File: src/rtl/pc_gen.sv
// pc_gen: fetch program-counter generator with a return-address stack.
// Each cycle one next-PC source is chosen in fixed priority order:
// trap, redirect, stall, return, jump, then sequential PC+4.
// The return-address stack (RAS) is a circular buffer. Pushing when
// the stack is full overwrites the oldest entry. Popping when it is
// empty is ignored, and the PC falls through to PC+4.
module pc_gen #(
    parameter int               WIDTH        = 32,
    parameter logic [WIDTH-1:0] RESET_VECTOR = '0,
    parameter int               RAS_DEPTH    = 4,
    localparam int              CNT_W        = $clog2(RAS_DEPTH + 1)
) (
    input  logic             clk,
    input  logic             a_reset_n,
    input  logic             i_stall,
    input  logic             i_trap,
    input  logic [WIDTH-1:0] i_trap_vector,
    input  logic             i_redirect,
    input  logic [WIDTH-1:0] i_redirect_target,
    input  logic             i_jump,
    input  logic [WIDTH-1:0] i_jump_target,
    input  logic             i_call,
    input  logic             i_ret,
    output logic [WIDTH-1:0] o_pc,
    output logic             o_misaligned,
    output logic [CNT_W-1:0] o_ras_count,
    output logic             o_ras_empty,
    output logic             o_ras_full
);

    localparam int PTR_W = $clog2(RAS_DEPTH);

    // Winning next-PC source for the current cycle. A call is a jump
    // that also pushes onto the RAS, so it has its own value.
    typedef enum logic [2:0] {
        SEL_TRAP,
        SEL_REDIRECT,
        SEL_HOLD,
        SEL_RET,
        SEL_CALL,
        SEL_JUMP,
        SEL_SEQ
    } next_sel_t;

    logic [WIDTH-1:0] r_pc;
    logic [PTR_W-1:0] r_wr_ptr;    // slot the next push writes to
    logic [CNT_W-1:0] r_count;
    logic [WIDTH-1:0] r_ras_mem [RAS_DEPTH];

    logic [WIDTH-1:0] w_pc_plus4;
    logic [PTR_W-1:0] w_top_ptr;   // slot holding the most recent push
    logic [PTR_W-1:0] w_inc_ptr;
    logic             w_full;
    logic             w_empty;
    next_sel_t        w_sel;

    // Pick the winning next-PC source and compute the RAS pointer neighbours.
    always_comb begin
        // NOTE: every signal gets a default first, so no path through this block can infer a latch.
        w_sel      = SEL_SEQ;
        w_pc_plus4 = r_pc + WIDTH'(4);
        w_full     = (r_count == CNT_W'(RAS_DEPTH));
        w_empty    = (r_count == '0);
        w_top_ptr  = (r_wr_ptr == '0) ? PTR_W'(RAS_DEPTH - 1) : r_wr_ptr - PTR_W'(1);
        w_inc_ptr  = (r_wr_ptr == PTR_W'(RAS_DEPTH - 1)) ? '0 : r_wr_ptr + PTR_W'(1);

        if (i_trap) begin
            w_sel = SEL_TRAP;
        end else if (i_redirect) begin
            w_sel = SEL_REDIRECT;
        end else if (i_stall) begin
            w_sel = SEL_HOLD;
        end else if (i_ret) begin
            // The return beats a jump even when the stack is empty.
            // In that case it falls through to the sequential PC.
            w_sel = w_empty ? SEL_SEQ : SEL_RET;
        end else if (i_jump) begin
            w_sel = i_call ? SEL_CALL : SEL_JUMP;
        end
    end

    // PC register and RAS bookkeeping; reset clears count and pointer immediately.
    always_ff @(posedge clk or negedge a_reset_n) begin
        if (!a_reset_n) begin
            r_pc     <= RESET_VECTOR;
            r_wr_ptr <= '0;
            r_count  <= '0;
        end else begin
            // NOTE: state registers use non-blocking assignment so every register samples pre-edge values.
            unique case (w_sel)
                SEL_TRAP: begin
                    r_pc     <= i_trap_vector;
                    r_wr_ptr <= '0;
                    r_count  <= '0;
                end
                SEL_REDIRECT: r_pc <= i_redirect_target;
                SEL_HOLD:     r_pc <= r_pc;
                SEL_RET: begin
                    r_pc     <= r_ras_mem[w_top_ptr];
                    r_wr_ptr <= w_top_ptr;
                    r_count  <= r_count - CNT_W'(1);
                end
                SEL_CALL: begin
                    r_pc     <= i_jump_target;
                    r_wr_ptr <= w_inc_ptr;
                    if (!w_full) begin
                        r_count <= r_count + CNT_W'(1);
                    end
                end
                SEL_JUMP: r_pc <= i_jump_target;
                default:  r_pc <= w_pc_plus4;
            endcase
        end
    end

    // Return-address storage; a call writes PC+4 into the next slot.
    always_ff @(posedge clk) begin
        // NOTE: the entries have no reset, because count and pointer alone decide which entries are valid.
        if (w_sel == SEL_CALL) begin
            r_ras_mem[r_wr_ptr] <= w_pc_plus4;
        end
    end

    assign o_pc         = r_pc;
    assign o_misaligned = |r_pc[1:0];
    assign o_ras_count  = r_count;
    assign o_ras_empty  = w_empty;
    assign o_ras_full   = w_full;

endmodule

File: config.mk
export PLATFORM = sky130hd
export DESIGN_NAME = pc_gen
export DESIGN_NICKNAME = d
export VERILOG_FILES = /design/src/rtl/pc_gen.sv
export SDC_FILE = /design/constraint.sdc
export NUM_CORES = 1
export LEC_CHECK = 0
export BUFFER_PORTS_ARGS = -buffer_cell sky130_fd_sc_hd__buf_2
export CORE_ASPECT_RATIO = 0.6
export CORE_MARGIN = 3
export CORE_UTILIZATION = 46
export DETAILED_ROUTE_END_ITERATION = 10
export HOLD_SLACK_MARGIN = 0.03
export PLACE_DENSITY = 0.75
export SETUP_SLACK_MARGIN = 0.15
export SYNTH_ARGS = -nofsm -noshare
export SYNTH_HDL_FRONTEND = slang
export SYNTH_SLANG_ARGS = --single-unit
File: constraint.sdc
create_clock -name clk -period 5.4 [get_ports clk]
set_input_delay 0.27 -clock clk [delete_from_list [all_inputs] [get_ports clk]]
set_output_delay 0.27 -clock clk [all_outputs]
set_load 0.1 [all_outputs]
==> flow_metrics.py <==
metrics = {
    "run_status": {
        "status": "finished clean",
    },
    "sta": {
        "drv_slew": 0,
        "whs_ns": 0.0397,
        "hold_viol": 0,
        "period_share": 0.562,
        "tightest_slew_ns": 1.17,
        "slew_headroom": 0.219,
        "fin_skew_ns": 0.0138,
        "period_needed_ns": 3.04,
        "rsz0062_at_grt": "false",
        "fmax_mhz": 329,
        "fin_tns_setup_ns": 0,
        "setup_violations": 0,
    },
    "worst_setup_path": {
        "required_ns": 5.71,
        "start_kind": "flop",
        "worstSetupPathType": "reg2reg",
        "cpPeakStageDelay_ns": 0.62,
        "crit_buf_inv": 2,
        "crit_fanout": 18,
        "crit_chain": "inv_1 -> ha_1 -> nor2b_4 -> buf_4 -> mux4_2 -> nand2_1 -> o311ai_1 -> a22o_1",
        "end_kind": "flop",
        "path_delay_family": "simple AND/OR/NAND/NOR gates",
        "rrSetupSlack_ns": 2.36,
        "cp_slowest_cell": "nor2b_4",
        "worstPathArrival_ns": 3.34,
    },
    "finish": {
        "final_cell_area_sq_mm": 0.00933,
        "nets": 801,
        "drive_gt1_frac": 0.338,
        "diodes": 0,
        "final_core_util": 0.564,
        "syn_to_final_growth_pct": 17.8,
    },
    "grt": {
        "gr-usage-met2": 0.356,
        "grt_pass1_wl_mm": 33.6,
        "grt_max_degree": 54,
        "gr-usage-met1": 0.333,
        "grt_pass1_vias": 5778,
        "antenna_found_initial": 0,
        "grt.total_usage": 0.235,
        "top_usage_layer": "met2",
        "grt_util_met3": 0.0825,
        "grt_remaining_overflow": 0,
    },
    "clock_tree": {
        "cts_root_buf": "clkbuf_16",
        "cts_max_level": 4,
        "worstSkewPairLatency_ns": 0.42,
        "cts_sinks": 165,
        "post_cts_buffers": 0,
        "cts_max_path_buffers": 2,
        "holdBufCountCts": 0,
        "cts_tree": "done",
        "clk_pin_slew_ns": 0.07,
        "numCtsBuffers": 17,
        "cts.repair.resized": 0,
    },
    "yosys": {
        "synth.distinct_cells": 66,
        "synth_warnings": 0,
        "postSynth.asyncResetShare": 0.224,
        "synth_seq_cells": 165,
        "synthesis.area_sq_mm": 0.00792,
        "synth_fp_nets": 669,
        "synth_edf_count": 128,
        "syn_inst": 559,
        "syn_avg_cell_area_sq_um": 14.2,
        "yosysSeqAreaShare": 0.602,
        "synth_flop_cell": "edfxtp_1",
    },
    "power": {
        "vdd_drop_max_mv": 0.246,
        "switching_power_uw": 1270,
        "pwr-share-clk": 0.314,
        "pwr-share-comb": 0.257,
        "p_per_area_mw_per_mm2": 385,
        "swShare": 0.352,
        "p_leak_uw": 0.00348,
        "p_int_uw": 2330,
        "seq_power_share": 0.429,
    },
    "placed_design": {
        "placed_area_sq_mm": 0.00878,
        "gp_congestion": 0.796,
        "place_hpwl_mm": 14.1,
        "portBuffers": 141,
    },
    "drt": {
        "wire_per_inst_microns": 23.3,
        "ant_nets": 0,
        "first_pass_iters": 6,
        "drt_wl_total_mm": 21.7,
        "vias_per_cell": 6.17,
        "initialDrtViolationCount": 835,
        "vias": 5754,
        "drc": 0,
    },
    "die": {
        "dieArea_sq_mm": 0.0189,
        "io_pins": 142,
        "die_w_microns": 175,
        "core_sq_mm": 0.0165,
        "die_h_microns": 108,
        "rows": 36,
        "start_util": 0.479,
    },
    "flow_run": {
        "drv_cap": 0,
    },
    "hold_path": {
        "hp-class": "in2async",
    },
}
==> cell usage after synthesis, drive strengths merged (3+ instances only) <==
cell type	count	area (sq um)
and3	10	62.6
and2	6	37.5
a22o	3	26.3
and4	3	26.3
a31oi	10	62.6
nand4	14	87.6
clkbuf	17	63.8
a21bo	9	90.1
ha	5	62.6
a22oi	10	75.1
a21o	3	22.5
nand2b	3	18.8
nand3	19	100
a221o	6	60.1
nand2	47	176
edfxtp	128	3840
nor2b	4	32.5
nor4	4	40.0
a21oi	16	80.1
o21ai	22	110
a222oi	18	180
xnor2	22	193
nor3	7	35.0
xor2	6	52.6
buf	22	156
nor2	27	119
mux4	32	728
inv	11	41.3
dfrtp	37	926
a221oi	10	138
==> worst reg2reg max path: stages, from the launching register on <==
cell      delay [ns]
dfrtp_1         0.47
inv_1           0.12
ha_1            0.27
nor2b_4         0.62
buf_4           0.51
mux4_2          0.55
nand2_1         0.08
o311ai_1        0.11
a22o_1          0.21
==> layout make-up <==
| cell class | instances | area, sq um |
|---|---|---|
| clock buffers | 18 | 429 |
| clock inverters | 14 | 119 |
| fillers | 1322 | 7200 |
| inverters | 11 | 41.3 |
| multi-input cells | 344 | 2900 |
| flip-flops and latches | 165 | 4770 |
| well taps | 228 | 285 |
| repair buffers | 152 | 788 |
==> registers in the layout, indices dropped and copies added (netlist names) <==
name	flops
r_wr_ptr	2
o_pc	32
o_ras_count	3
r_ras_mem	128
==> cells in the final DEF, fill, tap and decap left out, types with 3 or more instances in the layout <==
cell type	count
a21bo_1	8
buf_4	11
a222oi_1	18
nor2_1	24
and3_1	10
clkinv_4	4
nand4_1	14
a221o_1	6
ha_1	5
clkbuf_16	17
inv_6	6
a21oi_1	16
a31oi_1	10
edfxtp_1	128
and4_1	3
nor2b_1	3
a22o_1	3
nand2b_1	3
nor4_1	3
xnor2_1	22
nor3_1	7
a22oi_1	10
inv_1	11
and2_1	6
nand2_1	47
a21o_1	3
buf_2	141
mux4_2	30
a221oi_2	8
dfrtp_1	37
xor2_1	6
o21ai_0	21
nand3_1	18
==> power by group through the flow <==
stage / logic [uW] / clock network (uW) / registers [uW]
final: 922 / 1130 / 1540
after global routing: 976 / 1200 / 1550
after CTS: 919 / 1140 / 1540
after detailed placement: 915 / 0 / 1570
after global placement: 894 / 0 / 1560
after floorplan: 456 / 0 / 1810
==> per-stage QoR <==
step                total power [uW]  worst slack, ns  std cells
floorplan                       2260             2.10        559
CTS                             3600             2.35        932
finish                          3590             2.36        932
global route                    3730             2.13        932
detailed placement              2480             2.37        900
global placement                2460             2.51        900
==> cell families (layout without fill, tap and decap cells) <==
| kind of cell | after synthesis | count (layout) | synth area share |
|---|---|---|---|
| compound gates | 127 | 127 | 0.131 |
| xor+xnor | 28 | 28 | 0.0310 |
| fa+ha+maj | 6 | 6 | 0.0104 |
| buf+inv | 50 | 195 | 0.0330 |
| flops | 165 | 165 | 0.602 |
| mux | 32 | 32 | 0.0919 |
| simple gates | 151 | 151 | 0.100 |
==> worst paths after layout <==
| path | cells past startpoint | endpoint | start |
|---|---|---|---|
| max in group asynchronous | 1 | o_pc[12] | a_reset_n |
| hold reg to reg | 0 | r_ras_mem[0][0] | o_pc[0] |
| setup / recovery | 8 | o_pc[8] | r_wr_ptr[0] |
| setup reg to reg | 8 | o_pc[8] | r_wr_ptr[0] |
| hold / removal | 1 | o_ras_count[0] | a_reset_n |
| min in group clk | 3 | o_pc[28] | i_jump_target[28] |
==> routing by layer <==
| layer | vias to the layer above | share of wire |
|---|---|---|
| met5 | - | 0 |
| met1 | 2866 | 0.41 |
| li1 | 2499 | - |
| met2 | 360 | 0.46 |
| met3 | 29 | 0.11 |
| met4 | 0 | 0.010 |
No activity file was read; power rests on OpenSTA's default activity.
